==> src/rtl/mdu_scheduler_if.sv <==
// EXE-stage <-> multiply/divide unit bundle.
// The EXE side (master) presents the instruction and operands.
// The MDU side (slave) returns the stall request and the architectural HI/LO.
interface mdu_scheduler_if;
  logic        EXE_MDUValid;
  logic [2:0]  EXE_MDUOp;
  logic [31:0] EXE_ResultA;
  logic [31:0] EXE_ResultB;
  logic        EXE_Stall;
  logic        EXE_Flush;
  logic        EXE_MDUBusy;
  logic [31:0] HI;
  logic [31:0] LO;

  modport master (
    output EXE_MDUValid, EXE_MDUOp, EXE_ResultA, EXE_ResultB, EXE_Stall, EXE_Flush,
    input  EXE_MDUBusy, HI, LO
  );

  modport slave (
    input  EXE_MDUValid, EXE_MDUOp, EXE_ResultA, EXE_ResultB, EXE_Stall, EXE_Flush,
    output EXE_MDUBusy, HI, LO
  );
endinterface

==> src/rtl/mdu_scheduler.sv <==
// Multi-cycle multiply/divide controller for the EXE stage.
// It sequences a registered multiplier and a radix-2 restoring divider, owns
// HI/LO, and holds the issuing instruction in EXE through EXE_MDUBusy.
// A DONE state keeps the finished instruction, which is still in EXE, from
// being accepted a second time.
module mdu_scheduler #(
  parameter int MUL_CYCLES = 2,
  parameter int DIV_CYCLES = 32
) (
  input logic          clk,
  input logic          rst,
  mdu_scheduler_if.slave mdu
);

  localparam int CW = $clog2((DIV_CYCLES > MUL_CYCLES) ? DIV_CYCLES : MUL_CYCLES) + 1;

  localparam logic [2:0] OP_MULT  = 3'd1;
  localparam logic [2:0] OP_MULTU = 3'd2;
  localparam logic [2:0] OP_DIV   = 3'd3;
  localparam logic [2:0] OP_DIVU  = 3'd4;
  localparam logic [2:0] OP_MTHI  = 3'd5;
  localparam logic [2:0] OP_MTLO  = 3'd6;

  typedef enum logic [1:0] {S_IDLE, S_MUL, S_DIV, S_DONE} state_t;

  state_t        r_state;
  state_t        w_state_next;
  logic [CW-1:0] r_cnt;
  logic [31:0]   r_a;
  logic [31:0]   r_b;
  logic          r_signed;
  logic          r_sa;
  logic          r_sb;
  logic [31:0]   r_rem;
  logic [31:0]   r_quo;   // dividend bits shift out as quotient bits shift in
  logic [31:0]   r_dvs;
  logic [31:0]   r_hi;
  logic [31:0]   r_lo;

  logic          w_op_arith;
  logic          w_op_div;
  logic          w_op_signed;
  logic          w_accept;
  logic          w_mt_write;
  logic          w_commit;
  logic [31:0]   w_mag_a;
  logic [31:0]   w_mag_b;
  logic [63:0]   w_ext_a;
  logic [63:0]   w_ext_b;
  logic [63:0]   w_prod;
  logic [32:0]   w_shift;
  logic [33:0]   w_trial;
  logic          w_fits;
  logic [31:0]   w_rem_next;
  logic [31:0]   w_quo_next;
  logic [31:0]   w_quo_final;
  logic [31:0]   w_rem_final;

  // Decode the EXE instruction; reset is folded in so nothing looks accepted
  // (and Busy stays low) while the unit is held in reset.
  always_comb begin
    w_op_arith  = (mdu.EXE_MDUOp == OP_MULT) || (mdu.EXE_MDUOp == OP_MULTU) ||
                  (mdu.EXE_MDUOp == OP_DIV)  || (mdu.EXE_MDUOp == OP_DIVU);
    w_op_div    = (mdu.EXE_MDUOp == OP_DIV)  || (mdu.EXE_MDUOp == OP_DIVU);
    w_op_signed = (mdu.EXE_MDUOp == OP_MULT) || (mdu.EXE_MDUOp == OP_DIV);
    w_accept    = (r_state == S_IDLE) && mdu.EXE_MDUValid && !mdu.EXE_Flush &&
                  w_op_arith && !rst;
    w_mt_write  = (r_state == S_IDLE) && mdu.EXE_MDUValid && !mdu.EXE_Flush &&
                  ((mdu.EXE_MDUOp == OP_MTHI) || (mdu.EXE_MDUOp == OP_MTLO));
    // Magnitudes for signed division; 0x8000_0000 negates to itself = 2^31.
    w_mag_a     = (w_op_signed && mdu.EXE_ResultA[31]) ? (~mdu.EXE_ResultA + 32'd1)
                                                       : mdu.EXE_ResultA;
    w_mag_b     = (w_op_signed && mdu.EXE_ResultB[31]) ? (~mdu.EXE_ResultB + 32'd1)
                                                       : mdu.EXE_ResultB;
  end

  // Multiplier: sign- or zero-extend the latched operands; the low 64 bits of
  // the 64x64 product are the correct product for both MULT and MULTU.
  always_comb begin
    w_ext_a = r_signed ? {{32{r_a[31]}}, r_a} : {32'd0, r_a};
    w_ext_b = r_signed ? {{32{r_b[31]}}, r_b} : {32'd0, r_b};
    w_prod  = w_ext_a * w_ext_b;
  end

  // One restoring-division step. A zero divisor always "fits", which yields
  // an all-ones quotient and leaves the dividend magnitude as remainder.
  always_comb begin
    w_shift     = {r_rem, r_quo[31]};
    w_trial     = {1'b0, w_shift} - {2'b00, r_dvs};
    w_fits      = !w_trial[33];
    w_rem_next  = w_fits ? w_trial[31:0] : w_shift[31:0];
    w_quo_next  = {r_quo[30:0], w_fits};
    w_quo_final = (r_signed && (r_sa ^ r_sb)) ? (~w_quo_next + 32'd1) : w_quo_next;
    w_rem_final = (r_signed && r_sa) ? (~w_rem_next + 32'd1) : w_rem_next;
  end

  // State register.
  always_ff @(posedge clk or posedge rst) begin
    if (rst) r_state <= S_IDLE;
    else     r_state <= w_state_next;
  end

  // Next-state, commit strobe and stall request; a flush overrides everything.
  always_comb begin
    w_state_next    = r_state;
    w_commit        = 1'b0;
    mdu.EXE_MDUBusy = w_accept || (r_state == S_MUL) || (r_state == S_DIV);
    case (r_state)
      S_IDLE: if (w_accept) w_state_next = w_op_div ? S_DIV : S_MUL;
      S_MUL, S_DIV: begin
        if (r_cnt == '0) begin
          w_state_next = S_DONE;
          w_commit     = 1'b1;
        end
      end
      S_DONE: if (!mdu.EXE_Stall) w_state_next = S_IDLE;
      default: w_state_next = S_IDLE;
    endcase
    if (mdu.EXE_Flush) begin
      w_state_next = S_IDLE;
      w_commit     = 1'b0;
    end
  end

  // Operand latch, iteration counter and divider working registers.
  always_ff @(posedge clk or posedge rst) begin
    if (rst) begin
      r_cnt    <= '0;
      r_a      <= '0;
      r_b      <= '0;
      r_signed <= 1'b0;
      r_sa     <= 1'b0;
      r_sb     <= 1'b0;
      r_rem    <= '0;
      r_quo    <= '0;
      r_dvs    <= '0;
    end else if (w_accept) begin
      r_cnt    <= w_op_div ? CW'(DIV_CYCLES - 1) : CW'(MUL_CYCLES - 1);
      r_a      <= mdu.EXE_ResultA;
      r_b      <= mdu.EXE_ResultB;
      r_signed <= w_op_signed;
      r_sa     <= w_op_signed && mdu.EXE_ResultA[31];
      r_sb     <= w_op_signed && mdu.EXE_ResultB[31];
      r_rem    <= '0;
      r_quo    <= w_mag_a;
      r_dvs    <= w_mag_b;
    end else if ((r_state == S_MUL) || (r_state == S_DIV)) begin
      if (r_cnt != '0) r_cnt <= r_cnt - CW'(1);
      if (r_state == S_DIV) begin
        r_rem <= w_rem_next;
        r_quo <= w_quo_next;
      end
    end
  end

  // Architectural HI/LO: written only by a commit or by MTHI/MTLO.
  always_ff @(posedge clk or posedge rst) begin
    if (rst) begin
      r_hi <= '0;
      r_lo <= '0;
    end else if (w_commit && (r_state == S_MUL)) begin
      r_hi <= w_prod[63:32];
      r_lo <= w_prod[31:0];
    end else if (w_commit && (r_state == S_DIV)) begin
      r_hi <= w_rem_final;
      r_lo <= w_quo_final;
    end else if (w_mt_write) begin
      if (mdu.EXE_MDUOp == OP_MTHI) r_hi <= mdu.EXE_ResultA;
      else                          r_lo <= mdu.EXE_ResultA;
    end
  end

  assign mdu.HI = r_hi;
  assign mdu.LO = r_lo;

endmodule

==> src/flat_wrapper.sv <==
// flat-port wrapper written by rule: the top's interface ports become plain ports
module mdu_scheduler_flat 
#(
  parameter int MUL_CYCLES = 2,
  parameter int DIV_CYCLES = 32
)
  (clk, rst, mdu_EXE_MDUValid, mdu_EXE_MDUOp, mdu_EXE_ResultA, mdu_EXE_ResultB, mdu_EXE_Stall, mdu_EXE_Flush, mdu_EXE_MDUBusy, mdu_HI, mdu_LO);
  mdu_scheduler_if mdu_i ();
  input logic clk;
  input logic rst;
  input wire logic [$bits(mdu_i.EXE_MDUValid)-1:0] mdu_EXE_MDUValid;
  input wire logic [$bits(mdu_i.EXE_MDUOp)-1:0] mdu_EXE_MDUOp;
  input wire logic [$bits(mdu_i.EXE_ResultA)-1:0] mdu_EXE_ResultA;
  input wire logic [$bits(mdu_i.EXE_ResultB)-1:0] mdu_EXE_ResultB;
  input wire logic [$bits(mdu_i.EXE_Stall)-1:0] mdu_EXE_Stall;
  input wire logic [$bits(mdu_i.EXE_Flush)-1:0] mdu_EXE_Flush;
  output wire logic [$bits(mdu_i.EXE_MDUBusy)-1:0] mdu_EXE_MDUBusy;
  output wire logic [$bits(mdu_i.HI)-1:0] mdu_HI;
  output wire logic [$bits(mdu_i.LO)-1:0] mdu_LO;
  assign mdu_i.EXE_MDUValid = mdu_EXE_MDUValid;
  assign mdu_i.EXE_MDUOp = mdu_EXE_MDUOp;
  assign mdu_i.EXE_ResultA = mdu_EXE_ResultA;
  assign mdu_i.EXE_ResultB = mdu_EXE_ResultB;
  assign mdu_i.EXE_Stall = mdu_EXE_Stall;
  assign mdu_i.EXE_Flush = mdu_EXE_Flush;
  assign mdu_EXE_MDUBusy = mdu_i.EXE_MDUBusy;
  assign mdu_HI = mdu_i.HI;
  assign mdu_LO = mdu_i.LO;
  mdu_scheduler #(.MUL_CYCLES(MUL_CYCLES), .DIV_CYCLES(DIV_CYCLES)) u_core (.clk(clk), .rst(rst), .mdu(mdu_i));
endmodule
==> config.mk <==
export PLATFORM = sky130hd
export DESIGN_NAME = mdu_scheduler_flat
export DESIGN_NICKNAME = d
export VERILOG_FILES = /design/src/rtl/mdu_scheduler_if.sv /design/src/rtl/mdu_scheduler.sv /design/src/flat_wrapper.sv
export SDC_FILE = /design/constraint.sdc
export NUM_CORES = 2
export LEC_CHECK = 0
export ABC_AREA = 0
export ABC_CLOCK_PERIOD_IN_PS = 14200
export CAP_MARGIN = 20
export CORE_AREA = 8 8 388 390
export DETAILED_ROUTE_END_ITERATION = 8
export DIE_AREA = 0 0 396 398
export GPL_ROUTABILITY_DRIVEN = 0
export SYNTH_ARGS = -nofsm -noshare
export SYNTH_HDL_FRONTEND = slang
export SYNTH_SLANG_ARGS = --single-unit
==> constraint.sdc <==
create_clock -name clk -period 14.2 [get_ports clk]
set_input_delay 2.84 -clock clk [delete_from_list [all_inputs] [get_ports clk]]
set_output_delay 2.84 -clock clk [all_outputs]
set_load 0.05 [all_outputs]
==> results.ini <==
[timing]
final_max_slew_viol_count = 0
setup_viol = 0
timing.hold.ws_ps = 477
setup_tns_ps = 0
rsz0062_at_grt = no
finalClockSkew_ps = 35.3
finalHoldViolCount = 0
slew_headroom_pct = 25.3
fmax_mhz = 96.8
min_period_ps = 10330
period_share_pct = 72.7
tightest_slew_ps = 1120

[setup_path]
path_class = reg2reg
crit_path_frequent_cell = fa_1
cp_max_fo = 24
critPathRequiredTime_ps = 14640
cp.arrival_ps = 10760
startpoint_type = flop
critical_path.max_stage_delay_ps = 950
slowest_stage = fa_1
cp-end-kind = flop
r2r_cells = 33

[synthesis]
ys_types = 93
synth_cells = 6987
ys.flop_type = dfrtp_1
ys_ff_latch = 234
synth_edf_count = 0
syn-num-nets = 8828
yosys_warnings = 0
synth_top_area_share_pct = 45.2
postSynth.asyncResetShare_pct = 100
synth_area_leaders = fa_1 (45%), inv_1 (9.5%), dfrtp_1 (9.3%)
yosysMostFrequentCell = inv_1
seq_area_frac_synth_pct = 9.31
syn_avg_cell_area_sq_um = 9.01
netlist_top_cells_count = inv_1 (1,589), fa_1 (1,420), nand2_1 (953), and2_1 (581), ha_1 (349)
netlist_area_sq_um = 62900
synth_top_area_cell = fa_1

[die]
rows = 140
die_x_microns = 396
core_sq_um = 145000
start_util_pct = 43.5
die_h_microns = 398
fp.dieArea_sq_um = 158000
io_pins = 137

[worst_hold_path]
holdPathStages = 2
hp-class = reg2reg

[clocking]
htreeDepth = 1
post_cts_buffers = 0
cts_buffers = 27
clockBufferDepth = 3
cts_root_buf = clkbuf_16
clkTransAtPathRegs_ps = 60
cts_tree = yes
hold_buffers = 0
clock-sinks = 234
clock_latency_ps = 580
ctsResizeCount = 0

[routing]
drtIter0Drc = 3428
ant_nets = 0
wl_per_cell_microns = 21.9
route.detailed.drc = 0
vias = 47200
routed_wl_mm = 194
dr.pass1.iters = 5
post_drt_via_cell_ratio = 5.34

[grt]
grt_pass1_wl_mm = 308
grt_pass1_vias = 51300
antenna_found_initial = 5
grt_max_degree = 81
grt_usage_pct = 25.0
grt_overflow_total = 0

[placement]
portBuffers = 136
dp_cells = 8790
hpwl_mm = 159

[status]
status = finished, final reports clean

[final_layout]
drive_above_1_share_pct = 2.73
fin_nets = 8743
final_cells = 8841
area_growth_pct = 6.52

[flow_run]
cap_violations = 0

## cell usage in the layout, fill, tap and decap left out, types with 7 or more instances in the layout
| cell | count |
|---|---|
| a2111oi_0 | 10 |
| a211oi_1 | 53 |
| a21o_1 | 41 |
| a21oi_1 | 208 |
| a221o_1 | 9 |
| a22oi_1 | 9 |
| a311oi_1 | 8 |
| a31oi_1 | 59 |
| and2_1 | 580 |
| and3_1 | 31 |
| buf_4 | 93 |
| clkbuf_16 | 27 |
| clkdlybuf4s50_1 | 136 |
| dfrtp_1 | 232 |
| fa_1 | 1420 |
| ha_1 | 349 |
| inv_1 | 1588 |
| mux2i_1 | 36 |
| nand2_1 | 951 |
| nand2b_1 | 25 |
| nand3_1 | 31 |
| nand4_1 | 12 |
| nor2_1 | 240 |
| nor2b_1 | 16 |
| nor3_1 | 50 |
| nor4_1 | 14 |
| o211ai_1 | 18 |
| o21a_1 | 13 |
| o21ai_0 | 166 |
| o21bai_1 | 19 |
| o221ai_1 | 7 |
| o22ai_1 | 11 |
| o31ai_1 | 24 |
| o41ai_1 | 11 |
| or3_1 | 20 |
| or4_1 | 14 |
| xnor2_1 | 174 |
| xor2_1 | 82 |
## routing by layer
| metal | part of all wire [%] | GRT usage (%) | up-vias |
|---|---|---|---|
| met5 | 0 | 0 | - |
| met4 | 3.6 | 7.38 | 0 |
| met3 | 6.7 | 3.63 | 326 |
| met2 | 48 | 41.9 | 1653 |
| met1 | 42 | 33.9 | 24500 |
| li1 | - | - | 20700 |
## final cells by class
class | instances | area [sq um]
well taps | 1917 | 2400
repair buffers | 229 | 2060
inverters | 1590 | 5980
diodes | 3 | 7.51
flip-flops and latches | 234 | 5860
fillers | 14000 | 77500
multi-input cells | 4820 | 49800
clock inverters | 13 | 161
clock buffers | 35 | 756
## registers in the layout, indices dropped and copies added (netlist names), 2 cells and up
name,count
u_core.r_state,2
u_core.r_b,31
u_core.r_quo,32
u_core.r_cnt,6
u_core.r_dvs,32
u_core.r_rem,32
u_core.mdu.HI,32
u_core.r_a,32
u_core.mdu.LO,32
## critical path, delay by kind of cell, from the launching register on
family | cells | cell delay (ps)
buffers and inverters | 8 | 1090
AOI/OAI and AO/OA | 11 | 2460
DFF | 1 | 370
and+or+nand+nor | 2 | 300
adders and majority gates | 11 | 5820
muxes | 1 | 150
## final timing paths
kind	start	endpoint	slack [ps]
worst max-delay path	u_core.r_signed$_DFFE_PP0P_	u_core.mdu.HI[30]$_DFFE_PP0P_	3870
worst min-delay path	u_core.r_dvs[27]$_DFFE_PP0P_	u_core.r_dvs[27]$_DFFE_PP0P_	480
max in group asynchronous	rst	u_core.mdu.HI[10]$_DFFE_PP0P_	9420
min in group asynchronous	rst	u_core.r_dvs[1]$_DFFE_PP0P_	2660
worst min register to register	u_core.r_dvs[27]$_DFFE_PP0P_	u_core.r_dvs[27]$_DFFE_PP0P_	480
worst max register to register	u_core.r_signed$_DFFE_PP0P_	u_core.mdu.HI[30]$_DFFE_PP0P_	3870
## cells by family after synthesis
family	after synthesis	synth area share (%)
AOI/OAI and AO/OA	730	7.41
DFF	234	9.31
buffers and inverters	1933	11.6
muxes	42	0.680
adders and majority gates	1771	52.1
xor gates and xnor gates	256	3.56
and+or+nand+nor	2021	15.3
## stage by stage
stage	utilization [%]	instance area, sq um	worst slack [ps]
2_1_floorplan	-	62900	2180
3_3_place_gp	45.7	66100	4110
3_5_place_dp	45.7	66100	3950
4_1_cts	46.4	67000	3930
5_1_grt	46.4	67000	3440
6_report	46.4	67000	3870
Power is left out: the tool's default activity adds up to more than one toggle a clock period on the data nets, which glitch-free logic cannot reach.
